File: src/rtl/hazard_ctrl.sv
// Hazard controller for the 5-stage MIPS pipeline: GPR/HILO forwarding, load-use and
// branch stalls, multi-cycle divider stall FSM, exception flush and a stall-cycle counter.
module hazard_ctrl #(
   parameter int REG_AW       = 5,
   parameter int DIV_CYCLES   = 32,
   parameter int BRANCH_STALL = 1,
   parameter int PERF_W       = 32
) (
   input  logic              clk,
   input  logic              rst,
   input  logic [REG_AW-1:0] rsD,
   input  logic [REG_AW-1:0] rtD,
   input  logic              branchD,
   input  logic [REG_AW-1:0] rsE,
   input  logic [REG_AW-1:0] rtE,
   input  logic [REG_AW-1:0] writeregE,
   input  logic              regwriteE,
   input  logic              memtoregE,
   input  logic              divE,
   input  logic [REG_AW-1:0] writeregM,
   input  logic              regwriteM,
   input  logic              memtoregM,
   input  logic [REG_AW-1:0] writeregW,
   input  logic              regwriteW,
   input  logic [2:0]        flagE,
   input  logic [2:0]        flagM,
   input  logic [2:0]        flagW,
   input  logic              exc_flush,
   output logic              stallF,
   output logic              stallD,
   output logic              stallE,
   output logic              flushD,
   output logic              flushE,
   output logic              flushM,
   output logic              forwardaD,
   output logic              forwardbD,
   output logic [1:0]        forwardaE,
   output logic [1:0]        forwardbE,
   output logic              div_start,
   output logic              div_done,
   output logic [PERF_W-1:0] stall_cnt
);

   localparam int CW = $clog2(DIV_CYCLES + 1);

   typedef enum logic [1:0] {
      IDLE = 2'd0,
      BUSY = 2'd1,
      DONE = 2'd2
   } div_state_t;

   div_state_t        state, state_nx;
   logic [CW-1:0]     cnt, cnt_nx;
   logic [1:0]        fwd_a_gpr, fwd_b_gpr;
   logic              hilo_rd;
   logic              lwstall, brstall, br_e_hit, br_m_hit, divbusy;

   // Only the read side of a HILO access consumes a forwarded value.
   logic unused_flag_bits;
   assign unused_flag_bits = ^{flagM[2], flagW[2]};

   always_comb begin
      fwd_a_gpr = 2'b00;
      fwd_b_gpr = 2'b00;
      if (rsE != '0 && rsE == writeregM && regwriteM)      fwd_a_gpr = 2'b10;
      else if (rsE != '0 && rsE == writeregW && regwriteW) fwd_a_gpr = 2'b01;
      if (rtE != '0 && rtE == writeregM && regwriteM)      fwd_b_gpr = 2'b10;
      else if (rtE != '0 && rtE == writeregW && regwriteW) fwd_b_gpr = 2'b01;

      hilo_rd   = (flagE != 3'b000) && !flagE[2];
      forwardaE = fwd_a_gpr;
      if (hilo_rd && flagE[1:0] == flagM[1:0])      forwardaE = 2'b10;
      else if (hilo_rd && flagE[1:0] == flagW[1:0]) forwardaE = 2'b01;
      forwardbE = fwd_b_gpr;
   end

   assign forwardaD = (rsD != '0) && (rsD == writeregM) && regwriteM;
   assign forwardbD = (rtD != '0) && (rtD == writeregM) && regwriteM;

   assign lwstall  = memtoregE && (rtE == rsD || rtE == rtD);
   assign br_e_hit = regwriteE && (writeregE != '0) && (writeregE == rsD || writeregE == rtD);
   assign br_m_hit = memtoregM && (writeregM != '0) && (writeregM == rsD || writeregM == rtD);
   assign brstall  = (BRANCH_STALL != 0) && branchD && (br_e_hit || br_m_hit);

   always_ff @(posedge clk or posedge rst) begin
      if (rst) begin
         state <= IDLE;
         cnt   <= '0;
      end else begin
         state <= state_nx;
         cnt   <= cnt_nx;
      end
   end

   always_comb begin
      state_nx  = state;
      cnt_nx    = cnt;
      div_start = 1'b0;
      div_done  = 1'b0;
      case (state)
         IDLE: begin
            if (divE && !exc_flush) begin
               div_start = 1'b1;
               state_nx  = BUSY;
               cnt_nx    = CW'(DIV_CYCLES - 1);
            end
         end
         BUSY: begin
            if (cnt == '0) state_nx = DONE;
            else           cnt_nx   = cnt - CW'(1);
         end
         DONE: begin
            div_done = 1'b1;
            state_nx = IDLE;
         end
         default: state_nx = IDLE;
      endcase
      // An exception aborts the divide outright; its result is never reported.
      if (exc_flush) begin
         state_nx = IDLE;
         cnt_nx   = '0;
         div_done = 1'b0;
      end
   end

   assign divbusy = div_start || (state == BUSY);

   always_comb begin
      stallF = 1'b0;
      stallD = 1'b0;
      stallE = 1'b0;
      flushD = 1'b0;
      flushE = 1'b0;
      flushM = 1'b0;
      if (exc_flush) begin
         flushD = 1'b1;
         flushE = 1'b1;
         flushM = 1'b1;
      end else if (divbusy) begin
         stallF = 1'b1;
         stallD = 1'b1;
         stallE = 1'b1;
         flushM = 1'b1;
      end else if (lwstall || brstall) begin
         stallF = 1'b1;
         stallD = 1'b1;
         flushE = 1'b1;
      end
   end

   always_ff @(posedge clk or posedge rst) begin
      if (rst)         stall_cnt <= '0;
      else if (stallF) stall_cnt <= stall_cnt + PERF_W'(1);
   end

endmodule

File: config.mk
export PLATFORM = sky130hd
export DESIGN_NAME = hazard_ctrl
export DESIGN_NICKNAME = d
export VERILOG_FILES = /design/src/rtl/hazard_ctrl.sv
export SDC_FILE = /design/constraint.sdc
export NUM_CORES = 1
export LEC_CHECK = 0
export ABC_AREA = 1
export CAP_MARGIN = 20
export CORE_ASPECT_RATIO = 1.4
export CORE_MARGIN = 1.5
export CORE_UTILIZATION = 45
export CTS_BUF_LIST = sky130_fd_sc_hd__clkbuf_4
export DETAILED_ROUTE_END_ITERATION = 12
export PLACE_DENSITY = 0.75
export SLEW_MARGIN = 0
export SYNTH_ARGS = -nofsm -noshare
export SYNTH_HDL_FRONTEND = slang
export SYNTH_SLANG_ARGS = --single-unit
File: constraint.sdc
create_clock -name clk -period 2.6 [get_ports clk]
set_clock_uncertainty 0.2 [all_clocks]
set_input_delay 0.39 -clock clk [delete_from_list [all_inputs] [get_ports clk]]
set_output_delay 0.39 -clock clk [all_outputs]
set_load 0.05 [all_outputs]
## Word-level counts from Yosys, hierarchy flattened

Index checks and enable logic that the tools add are counted.

- Register bits after elaboration: 40
- Bits of input ports: 54
- Logic and storage cells: 93

- Add/subtract/negate cells: 2
- Equal/unequal tests: 19
- Mux-type cells: 27
- Reductions and logical operators: 42

Operator list:

| cell | count |
|---|---|
| $eq A5 B5 Y1 | 12 |
| $add A32 B1 Y32 const B | 1 |
| $reduce_bool A5 Y1 | 6 |
| $logic_and A1 B1 Y1 | 22 |
| $mux W6 | 3 |
| $mux W1 | 15 |
| $mux W2 | 7 |
| $pmux W6 S2 | 1 |
| $ne A3 B3 Y1 const B | 3 |
| $logic_not A6 Y1 | 1 |
| $logic_or A1 B1 Y1 | 6 |
| $reduce_bool A3 Y1 | 2 |
| $sub A6 B1 Y6 const B | 1 |
| $eq A2 B2 Y1 | 2 |
| $pmux W2 S2 | 1 |
| $reduce_and A3 Y1 | 1 |
| $eq A2 B1 Y1 const B | 1 |
| $eq A2 B2 Y1 const B | 1 |
| $logic_not A1 Y1 | 2 |
| $logic_not A2 Y1 | 1 |
| $reduce_and A2 Y1 | 1 |

## Logic depth before layout (Yosys ltp)

- Depth in word-level cells: 9
- Gate-level depth with buffers: 14

## Least setup slack after synthesis

OpenSTA, ideal clock, no wires.

- Path type: input to output
- Start point: in rtE[4]
- End point: out forwardbE[0]
- Arrival time: 3.068 ns
- Required time: 2.010 ns
- Setup slack: -1.058 ns
- Cell stages on the path: 6
- Path buffers: 1
- Cells stage by stage: clkbuf_1 > inv_1 > nand3_1 > o211ai_1 > nor4_1 > nor3_1

- Longest elaborated chain between the ends: 5
- Elaborated cells between the ends (all ways): 9

RTL lines:

| what | line | text |
|---|---|---|
| start, declared | 15 | `input logic [REG_AW-1:0] rtE,` |
| $eq A5 B5 Y1 or $reduce_bool A5 Y1 (tied branches) | 68, 67 |  |
| $logic_and A1 B1 Y1 (2 in series) | 68 | `else if (rtE != '0 && rtE == writeregW && regwriteW) fwd_b_gpr = 2'b01;` |
| $mux W1 | 68 |  |
| $mux W2 (*) | 67 | `if (rtE != '0 && rtE == writeregM && regwriteM) fwd_b_gpr = 2'b10;` |
| end, declared | 38 | `output logic [1:0] forwardbE,` |

Every way passes the cells marked *; elsewhere a longest branch is shown, timed or not.

## Worst setup path in the final report

- Start point: in exc_flush
- End point: out flushE

- Longest elaborated chain between the ends: 7

RTL lines:

| what | line | text |
|---|---|---|
| start, declared | 28 | `input logic exc_flush,` |
| $logic_not A1 Y1 | 102 | `if (divE && !exc_flush) begin` |
| $logic_and A1 B1 Y1 | 102 |  |
| $mux W1 | 102 |  |
| $mux W1 | 100 | `case (state)` |
| $logic_or A1 B1 Y1 | 126 | `assign divbusy = div_start \|\| (state == BUSY);` |
| $mux W1 | 139 | `end else if (divbusy) begin` |
| $mux W1 (*) | 135 | `if (exc_flush) begin` |
| end, declared | 33 | `output logic flushE,` |

Marked as above.

==> results.py <==
metrics = {
    "outcome": {
        "outcome": "complete, no violations",
    },
    "worst_setup_path": {
        "r2r_slack_ps": 360,
        "rr_worst_depth": 9,
        "r2r_start": "stall_cnt[1]",
        "end_kind": "output pin",
        "worst_ep_arrival_time_ps": 1900,
        "r2r_end": "stall_cnt[30]",
        "worstPathRequired_ps": 2010,
        "crit_fanout": 3,
        "worstSetupPathType": "input pin to output pin",
        "startpoint_type": "input pin",
    },
    "global_routing": {
        "antenna_found_initial": 0,
        "grt_max_degree": 41,
        "grt-ovfl-total": 0,
        "grt_pass1_vias": 4157,
        "grt_pass1_wl_mm": 19.2,
        "grt.total_usage_pct": 28.7,
    },
    "layout": {
        "fin_nets": 753,
        "drive_above_1_share_pct": 16.4,
        "post-route-util_pct": 66.8,
        "fin_cells": 797,
        "areaGrowthSynthToFinish_pct": 42.6,
        "n_antenna_cell": 0,
        "fin_area_um2": 5240,
        "fillCellCount": 743,
    },
    "route": {
        "drtIter0Drc": 243,
        "drc": 0,
        "vias": 4144,
        "dr.pass1.iters": 5,
        "routed_wl_mm": 11.8,
        "wire_per_inst_um": 14.8,
        "vias_per_cell": 5.20,
        "ant_nets": 0,
    },
    "placement": {
        "place_inst": 789,
        "place_area_um2": 5110,
        "numPortBuffers": 97,
        "gp_congestion": 1.02,
        "dp_hpwl_mm": 9.49,
    },
    "yosys": {
        "synth_ff_type": "dfrtp_1",
        "ys_warn_count": 0,
        "syn_inst": 564,
        "synthArstFlopShare_pct": 100,
        "netlist.top_cell.by_area": "dfrtp_1",
        "synth_nets": 621,
        "yosysMostFrequentCell": "nand2_1",
        "yosys_register_bits": 40,
        "syn-cell-area_um2": 3670,
        "synth_area_leaders": "dfrtp_1 27%, nand2_1 20%, inv_1 7.2%, xnor2_1 5.5%, nand3_2 5.4%",
        "ys_types": 36,
        "yosysSeqAreaShare_pct": 27.2,
        "synth-edff-count": 0,
        "syn_area_per_cell_um2": 6.52,
        "yosys-top-cells-count": "197 x nand2_1, 70 x inv_1, 50 x nor2_1, 40 x dfrtp_1, 35 x nand3_1",
        "synth_top_area_share_pct": 27.2,
    },
    "power_and_ir_drop": {
        "p_sw_share_pct": 40.0,
        "clkPwrFrac_pct": 21.8,
        "p_leak_uw": 0.00259,
        "powerDensity_nw_per_um2": 379,
        "seqPwrFrac_pct": 37.1,
        "p_switching_uw": 794,
        "comb_power_share_pct": 41.1,
        "vdd_drop_max_mv": 0.328,
        "power_uw": 1980,
        "internal_power_uw": 1190,
    },
    "sta": {
        "worst_pin_slew_ps": 640,
        "setup_viol": 0,
        "finalMaxSlewViolations": 0,
        "period_share_pct": 95.8,
        "rsz0062_at_grt": "no",
        "final.min_clock_period_ps": 2490,
        "fmax_ghz": 0.401,
        "slew_headroom_pct": 56.9,
        "hold_viol": 0,
    },
    "floorplan": {
        "initial_core_util_pct": 46.8,
        "die_w_um": 79.4,
        "die_y_um": 110,
        "rows": 38,
        "ios": 100,
        "dieArea_um2": 8720,
        "core_area_um2": 7850,
    },
    "clocking": {
        "cts_tree": "done",
        "postCtsSetupRepairBufs": 0,
        "ctsHoldBuffers": 0,
        "clkSinkCount": 40,
        "clk_pin_slew_ps": 140,
        "clockRootBuffer": "clkbuf_4",
        "cts_buffers": 5,
        "clock_latency_ps": 380,
        "cts_buffer_depth": 2,
        "cts_max_level": 2,
    },
    "min_path": {
        "worstHoldPathType": "input pin to asynchronous set/reset pin",
    },
    "run": {
        "max-cap-violations": 0,
    },
}
-- cell families (layout without fill, tap and decap cells) --
group	after synthesis	after routing	synth area share (%)
AND/OR/NAND/NOR	351	351	43.8
buffers and inverters	91	224	11.5
XOR/XNOR	45	45	10.7
flip-flops	40	40	27.2
AO/OA/AOI/OAI	34	34	5.75
adder cells (fa/ha/maj)	3	3	1.02
-- sequential cells by signal, summed over array words and instances (netlist names) --
register	cells
stall_cnt	32
state	2
cnt	6
-- area by class of cell --
cell class	count	area (um2)	area share, %
Clock buffer	5	37.5	0.717
Clock inverter	3	42.5	0.812
Inverter	76	289	5.52
Multi-Input combinational cell	433	2320	44.3
Sequential cell	40	1000	19.1
Tap cell	100	125	2.39
Timing Repair Buffer	140	1430	27.2
-- worst max-delay path: stages --
cell and delay (ps):
clkdlybuf4s50_1 510, inv_2 50, nand3_1 140, nor2_4 60
nor2_2 200, nor2_2 100, a31oi_1 170, buf_4 150
buf_12 130
-- power by group through the flow --
stage               combinational (uW)  clock (uW)  sequential (uW)
detailed placement                 815           0              745
CTS                                813         438              733
floorplan                          411           0              828
global placement                   798           0              743
global route                       882         459              743
finish                             816         433              735
-- how the worst max path moves through the flow --
stage / start / end / cells past startpoint
floorplan: exc_flush / flushE / 7
global placement: rsD[3] / flushE / 13
detailed placement: writeregM[3] / forwardaE[0] / 10
CTS: rsD[1] / flushE / 13
global route: writeregM[0] / flushE / 13
finish: exc_flush / flushE / 9
-- placed cells by master, fill, tap and decap left out, drive strengths merged, types with 3 or more instances in the layout --
cell / count
a21oi: 7
buf: 57
clkbuf: 5
clkdlybuf4s50: 57
dfrtp: 40
dlygate4sd2: 15
dlymetal6s2s: 11
ha: 3
inv: 75
nand2: 200
nand3: 56
nand3b: 3
nand4: 10
nor2: 52
nor3: 22
nor4: 6
o211ai: 5
o21ai: 13
xnor2: 23
xor2: 22
-- layer usage --
| metal | share of wire (%) | global-route usage [%] |
|---|---|---|
| met5 | 0 | 0 |
| met4 | 5.3 | 16.0 |
| met1 | 37 | 28.8 |
| met3 | 4.5 | 3.57 |
| met2 | 54 | 56.2 |
-- timing repair --
item,4_1_cts,5_1_grt
resized for setup,20,20
pin swaps,1,4
endpoints found under the hold margin,0,0
endpoints found under the setup margin,9,7
-- metrics by stage --
step	setup WS (ps)	hold slack (ps)	setup TNS [ps]
6_report	108	215	0
5_1_grt	5.35	279	0
2_1_floorplan	-11.0	333	-11.0
3_3_place_gp	-85.9	285	-462
3_5_place_dp	-101	291	-432
4_1_cts	0.256	230	0
Power figures use the tool's default switching activity.
